[src/rtl/sys_array_loader.sv]
// Upstream loader for the systolic-array fetcher: assembles W then B from one element stream,
// then restarts the fetcher (reset pulse, start pulse) and waits for its ready with a watchdog.
module sys_array_loader #(
    parameter int DATA_WIDTH     = 8,
    parameter int ARRAY_W_W      = 2,
    parameter int ARRAY_W_L      = 5,
    parameter int ARRAY_A_W      = 5,
    parameter int ARRAY_A_L      = 2,
    parameter int TIMEOUT_CYCLES = 4096
) (
    input  logic                                          clk,
    input  logic                                          reset_n,
    input  logic                                          s_valid,
    output logic                                          s_ready,
    input  logic [DATA_WIDTH-1:0]                         s_data,
    input  logic                                          s_last,
    output logic [ARRAY_W_W*ARRAY_W_L*DATA_WIDTH-1:0]     input_data_w,
    output logic [ARRAY_A_W*ARRAY_A_L*DATA_WIDTH-1:0]     input_data_b,
    output logic                                          core_reset_n,
    output logic                                          start_comp,
    input  logic                                          comp_ready,
    output logic                                          busy,
    output logic                                          done,
    output logic                                          err_len,
    output logic                                          err_timeout,
    output logic [15:0]                                   job_count
);

    localparam int NW = ARRAY_W_W * ARRAY_W_L;
    localparam int NB = ARRAY_A_W * ARRAY_A_L;
    localparam int NT = NW + NB;
    localparam int IW = (NT > 1) ? $clog2(NT) : 1;
    localparam int TW = (TIMEOUT_CYCLES > 2) ? $clog2(TIMEOUT_CYCLES) : 1;

    typedef enum logic [2:0] {
        S_LOAD,
        S_PULSE_RST,
        S_START,
        S_WAIT,
        S_DONE
    } state_t;

    state_t                  state_q;
    logic [IW-1:0]           idx_q;
    logic [IW-1:0]           idx_d;
    logic [TW-1:0]           wdog_q;
    logic [TW-1:0]           wdog_d;
    logic [DATA_WIDTH-1:0]   w_q [NW];
    logic [DATA_WIDTH-1:0]   b_q [NB];
    logic                    s_ready_q;
    logic                    core_reset_n_q;
    logic                    start_comp_q;
    logic                    busy_q;
    logic                    done_q;
    logic                    err_len_q;
    logic                    err_timeout_q;
    logic [15:0]             job_count_q;
    logic                    accept;

    assign accept = s_valid && s_ready_q;
    assign idx_d  = idx_q + IW'(1);
    assign wdog_d = wdog_q + TW'(1);

    always_ff @(posedge clk) begin
        if (!reset_n) begin
            state_q        <= S_LOAD;
            idx_q          <= '0;
            wdog_q         <= '0;
            s_ready_q      <= 1'b0;
            core_reset_n_q <= 1'b1;
            start_comp_q   <= 1'b0;
            busy_q         <= 1'b0;
            done_q         <= 1'b0;
            err_len_q      <= 1'b0;
            err_timeout_q  <= 1'b0;
            job_count_q    <= '0;
            for (int k = 0; k < NW; k++) w_q[k] <= '0;
            for (int k = 0; k < NB; k++) b_q[k] <= '0;
        end else begin
            core_reset_n_q <= 1'b1;
            start_comp_q   <= 1'b0;
            done_q         <= 1'b0;
            case (state_q)
                S_LOAD: begin
                    if (accept) begin
                        // Element position in the job selects W or B, both stored row-major.
                        for (int k = 0; k < NW; k++)
                            if (idx_q == IW'(k)) w_q[k] <= s_data;
                        for (int k = 0; k < NB; k++)
                            if (idx_q == IW'(NW + k)) b_q[k] <= s_data;
                        if (idx_q == '0) begin
                            err_len_q     <= 1'b0;
                            err_timeout_q <= 1'b0;
                        end
                        if (idx_q == IW'(NT - 1)) begin
                            state_q        <= S_PULSE_RST;
                            s_ready_q      <= 1'b0;
                            core_reset_n_q <= 1'b0;
                            busy_q         <= 1'b1;
                            idx_q          <= '0;
                            if (!s_last) err_len_q <= 1'b1;
                        end else if (s_last) begin
                            err_len_q <= 1'b1;
                            busy_q    <= 1'b0;
                            idx_q     <= '0;
                        end else begin
                            busy_q <= 1'b1;
                            idx_q  <= idx_d;
                        end
                    end else begin
                        s_ready_q <= 1'b1;
                    end
                end
                S_PULSE_RST: begin
                    state_q      <= S_START;
                    start_comp_q <= 1'b1;
                end
                S_START: begin
                    state_q <= S_WAIT;
                    wdog_q  <= '0;
                end
                S_WAIT: begin
                    // The count about to be reached is compared, so the abort lands TIMEOUT_CYCLES after start.
                    if (comp_ready) begin
                        state_q     <= S_DONE;
                        done_q      <= 1'b1;
                        job_count_q <= job_count_q + 16'd1;
                        busy_q      <= 1'b0;
                    end else if (wdog_q == TW'(TIMEOUT_CYCLES - 2)) begin
                        state_q       <= S_LOAD;
                        err_timeout_q <= 1'b1;
                        busy_q        <= 1'b0;
                        s_ready_q     <= 1'b1;
                    end else begin
                        wdog_q <= wdog_d;
                    end
                end
                S_DONE: begin
                    state_q   <= S_LOAD;
                    s_ready_q <= 1'b1;
                end
                default: begin
                    state_q   <= S_LOAD;
                    s_ready_q <= 1'b1;
                end
            endcase
        end
    end

    // Element [0][0] lands in the most significant slot of each packed bus.
    for (genvar k = 0; k < NW; k++) begin : g_pack_w
        assign input_data_w[(NW-1-k)*DATA_WIDTH +: DATA_WIDTH] = w_q[k];
    end
    for (genvar k = 0; k < NB; k++) begin : g_pack_b
        assign input_data_b[(NB-1-k)*DATA_WIDTH +: DATA_WIDTH] = b_q[k];
    end

    assign s_ready      = s_ready_q;
    assign core_reset_n = core_reset_n_q;
    assign start_comp   = start_comp_q;
    assign busy         = busy_q;
    assign done         = done_q;
    assign err_len      = err_len_q;
    assign err_timeout  = err_timeout_q;
    assign job_count    = job_count_q;

endmodule

[config.mk]
export PLATFORM = sky130hd
export DESIGN_NAME = sys_array_loader
export DESIGN_NICKNAME = d
export VERILOG_FILES = /design/src/rtl/sys_array_loader.sv
export SDC_FILE = /design/constraint.sdc
export NUM_CORES = 1
export LEC_CHECK = 0
export BUFFER_PORTS_ARGS = -buffer_cell sky130_fd_sc_hd__buf_2
export CORE_MARGIN = 4
export CORE_UTILIZATION = 45
export CTS_CLUSTER_DIAMETER = 60
export CTS_CLUSTER_SIZE = 40
export DETAILED_ROUTE_END_ITERATION = 16
export HOLD_SLACK_MARGIN = 0.03
export MAX_ROUTING_LAYER = met4
export PLACE_DENSITY = 0.8
export SYNTH_ARGS = -nofsm -noshare
export SYNTH_HDL_FRONTEND = slang
export SYNTH_SLANG_ARGS = --single-unit
[constraint.sdc]
create_clock -name clk -period 3.45 [get_ports clk]
set_input_delay 0.345 -clock clk [delete_from_list [all_inputs] [get_ports clk]]
set_output_delay 0.345 -clock clk [all_outputs]
set_load 0.01 [all_outputs]
== Word-level counts from Yosys, hierarchy flattened ==
Memories as Yosys holds them, arrays and structs flattened.
Cells that the tools add are included.
Storage, ports and cells
  flip-flop bits (word level): 43
  RAM bits: 160
  output and inout bits: 183
  word-level logic and storage cells: 235
  memories: 2
Memory list
  b_q: depth 10, width 8, rd ports 10, clocked after Yosys merged registers in 0, write ports 10, RTL line 49  | logic [DATA_WIDTH-1:0] b_q [NB];
  w_q: depth 10, width 8, rd ports 10, clocked after Yosys merged registers in 0, write ports 10, RTL line 48  | logic [DATA_WIDTH-1:0] w_q [NW];
Operators by class
  add/sub/neg operators: 3
  eq/ne operators: 31
  muxes and demuxes: 152
  bitwise logic cells: 21
  reductions and logical operators: 15
Operator list (count)
  2-to-1 mux 8 bit: 20
  2-to-1 mux 1 bit: 119
  == test 5 x 4 -> 1 bit, second input constant: 8
  2-to-1 mux 12 bit: 2
  case mux 12 bit (2 select lines): 1
  == test 5 x 3 -> 1 bit, second input constant: 4
  == test 5 bit, second input constant: 4
  bitwise OR 1 bit: 20
  adder 16 x 1 -> 16 bit, second input constant: 1
  adder 12 x 1 -> 12 bit, second input constant: 1
  == test 12 bit, second input constant: 1
  2-to-1 mux 3 bit: 4
  inequality test 2 bit, second input constant: 6
  case mux 3 bit (4 select lines): 1
  AND reduction 3 bit: 4
  == test 5 x 2 -> 1 bit, second input constant: 2
  2-to-1 mux 5 bit: 2
  == test 3 x 2 -> 1 bit, second input constant: 2
  inequality test 3 bit, second input constant: 2
  AND reduction 2 bit: 3
  adder 5 x 1 -> 5 bit, second input constant: 1
  == test 5 x 1 -> 1 bit, second input constant: 1
  zero test 5 bit: 1
  AND reduction 5 bit: 1
  other kinds (9): 11

== Longest topological paths before layout ==
  depth after elaboration: 7
  gate-level depth with buffers: 7
  depth with buffers taken out: 6

== Worst setup path before layout ==
OpenSTA, ideal clock, no wires.
  path type: reg2reg
  from: register state_q[1]
  to: memory b_q[6][0] (enable)
  setup time: 0.384 ns
  arrival: 1.795 ns
  data required time: 3.066 ns
  slack: 1.271 ns
  stages on the path, launching flop included: 6
  period minus slack after synthesis: 2.179 ns
  path through: dfxtp_1 > clkbuf_1 > or2_2 > nor3_2 > nand2_1 > o21ai_0
RTL lines
  start: declaration: RTL line 43  | state_t state_q;
  start signal: assignment: RTL line 66  | state_q <= S_LOAD;
  start signal: assignment: RTL line 96  | state_q <= S_PULSE_RST;
  start signal: assignment: RTL line 115  | state_q <= S_START;
  end: declaration: RTL line 49

==> results.sh <==
export IMPL_status="complete, no violations"
export IMPL_synth_seq_cells=203
export IMPL_fmax_ghz=0.458
export IMPL_routabilityCongestion=0.895
export IMPL_cts_hold_buf=0
export IMPL_slew_headroom_pct=54.2
export IMPL_synthTopCellsByArea="edfxtp_1 57%, and2_1 12%, dfxtp_1 10%"
export IMPL_ys_warn_count=0
export IMPL_layout_setup_ws_ps=1270
export IMPL_synth_top_family_by_area="simple AND/OR/NAND/NOR gates"
export IMPL_clock_latency_ps=480
export IMPL_cts_reportedPaths_clkPinSlew_ps=90
export IMPL_synth_cells_most_frequent="161 x and2_1, 160 x edfxtp_1, 43 x dfxtp_1"
export IMPL_leakage_uw=0.00416
export IMPL_die_w_um=145
export IMPL_rsz0062_at_grt="no"
export IMPL_worst_pin_slew_ps=682
export IMPL_wire_per_inst_um=18.6
export IMPL_grt_max_degree=41
export IMPL_max_clock_path_buffers=3
export IMPL_port_buffers=195
export IMPL_cp_slowest_cell="nor3_1"
export IMPL_synth_xor_area_share_pct=1.04
export IMPL_cts_sinks=203
export IMPL_grt_pass1_vias=5546
export IMPL_powerDensity_nw_per_um2=462
export IMPL_hold_path_class="in2reg"
export IMPL_overflow=0
export IMPL_ys_seq_area_share_pct=67.3
export IMPL_cts_made_buffers=14
export IMPL_grt_pass1_wl_mm=30.4
export IMPL_critical_path_max_stage_delay_ps=630
export IMPL_max_vdd_ir_drop_mv=0.329
export IMPL_core_area_um2=18100
export IMPL_critPathArrivalTime_ps=2510
export IMPL_yosysMostFrequentCell="and2_1"
export IMPL_synth_ff_type="edfxtp_1"
export IMPL_setup_viol=0
export IMPL_nets=882
export IMPL_ios=196
export IMPL_synth_largest_area_cell="edfxtp_1"
export IMPL_synthArstFlopShare_pct=0
export IMPL_die_area_um2=20900
export IMPL_path_class="reg2reg"
export IMPL_startpoint_type="register"
export IMPL_crit_chain="nor2_1, nand2_1, nor3_1, and2_1"
export IMPL_skew_ps=24.9
export IMPL_synth_compound_area_share_pct=4.73
export IMPL_initial_core_util_pct=46.4
export IMPL_first_iter_violations=350
export IMPL_crit_required_ps=3780
export IMPL_post_cts_setup_buffer_count=0
export IMPL_synth_fa_ha_area_share_pct=1.19
export IMPL_drc=0
export IMPL_grt_use_total_pct=19.1
export IMPL_cts_resized=0
export IMPL_vias=5761
export IMPL_cts_htree_levels=1
export IMPL_fin_cells=1099
export IMPL_antenna_found_initial=1
export IMPL_fin_crit_ps=2180
export IMPL_synth_mux_area_fraction_pct=0.729
export IMPL_syn_inst=664
export IMPL_synthesis_area_um2=8410
export IMPL_max_cap_violations=0
export IMPL_via_per_inst=5.24
export IMPL_yosys_area_share_simple_pct=22.8
export IMPL_drt_pre_antenna_iters=5
export IMPL_synth_avg_cell_area_um2=12.7
export IMPL_rows=49
export IMPL_slew_violations=0
export IMPL_final_core_util_pct=56.0
export IMPL_dp_slack_ps=1310
export IMPL_dpl_cell_count=1074
export IMPL_hold_viol=0
export IMPL_cp_end_kind="register"
export IMPL_clock_root_buffer="clkbuf_16"
export IMPL_synth_top_area_share_pct=57.1
export IMPL_die_h_um=145
export IMPL_synth_nets=685
export IMPL_path_buf_inv=0
export IMPL_drive_gt1_share_pct=28.7
export IMPL_whs_ps=233
export IMPL_cpLargestDelayFamily="simple AND/OR/NAND/NOR gates"
export IMPL_ant_nets=0
export IMPL_tritoncts="yes"
export IMPL_dp_hpwl_mm=14.2
export IMPL_fin_setup_tns_ps=0
export IMPL_syn2layout_area_growth_pct=20.8
export IMPL_finalCritPeriodShare_pct=63.3
export IMPL_cp_max_fo=17
export IMPL_synth_edff_count=160
export IMPL_ys_types=47
export IMPL_drt_wl_total_mm=20.4
area by class of cell:
cell class	instances	area [um2]
Antenna cell	1	2.50
Clock inverter	9	91.3
Fill cell	1498	7980
Inverter	14	52.6
Clock buffer	15	375
Multi-Input combinational cell	413	2570
Sequential cell	203	5670
Tap cell	229	287
Timing Repair Buffer	215	1130
placed cells by master, fill, tap and decap left out, drive strengths merged, types with 5 or more instances in the layout:
master	netlist	final
buf	2	215
and2	161	161
edfxtp	160	160
dfxtp	43	43
nor2	39	39
o21ai	32	32
nand2	30	30
inv	13	17
clkbuf	32	15
a21oi	13	13
nand4	12	12
nand3	12	12
and3	11	11
ha	8	8
nor3	8	8
xor2	6	6
and4	6	6
o31ai	6	6
nand4b	6	6
nor4	5	5
mux2i	5	5
clkinv	1	5
worst paths after layout:
check | cells after the start | slack (ps) | start | endpoint
max | 4 | 1270 | state_q[0] | b_q[9][2]
min | 4 | 230 | s_last | idx_q[0]
max reg2reg | 4 | 1270 | state_q[0] | b_q[9][2]
min reg2reg | 2 | 480 | busy | busy
metal layers:
layer  global-route usage (%)  wire (um)  vias to the layer above
met2                     31.6      10100                      190
met5                        -          0                        -
li1                         -          -                     2762
met3                     3.38       1220                       31
met1                     24.3       8550                     2778
met4                     5.69        516                        0
report_power, final:
group / switching [uW] / internal (uW) / total, uW
Clock: 869 / 834 / 1700
Sequential: 27.5 / 2700 / 2730
Combinational: 182 / 81.2 / 263
Total: 1080 / 3620 / 4690
cells by family (layout without fill, tap and decap cells):
group	after synthesis	after routing
other	0	1
XOR/XNOR	10	10
adder cells (fa/ha/maj)	8	8
AO/OA/AOI/OAI	67	67
buffers and inverters	48	253
multiplexers	6	6
AND/OR/NAND/NOR	322	322
flip-flops	203	203
state kept, by name, summed over array words and instances (netlist names):
| name | cells |
|---|---|
| state_q | 3 |
| done | 1 |
| core_reset_n | 1 |
| b_q | 80 |
| idx_q | 5 |
| err_len | 1 |
| s_ready | 1 |
| err_timeout | 1 |
| start_comp | 1 |
| wdog_q | 12 |
| w_q | 80 |
| busy | 1 |
| job_count | 16 |
stage by stage:
stage | instance area [um2] | total power, uW
after floorplan | 8410 | 2900
after global placement | 9700 | 3040
after detailed placement | 9700 | 3050
after CTS | 10200 | 4740
after global routing | 10200 | 4850
final | 10200 | 4690
worst min-delay path: stages:
cell     delay, ps
buf_2          100
nor4_1          90
nand2_1         80
a21oi_1         50
Note: power is estimated with default switching activity, not from simulation.
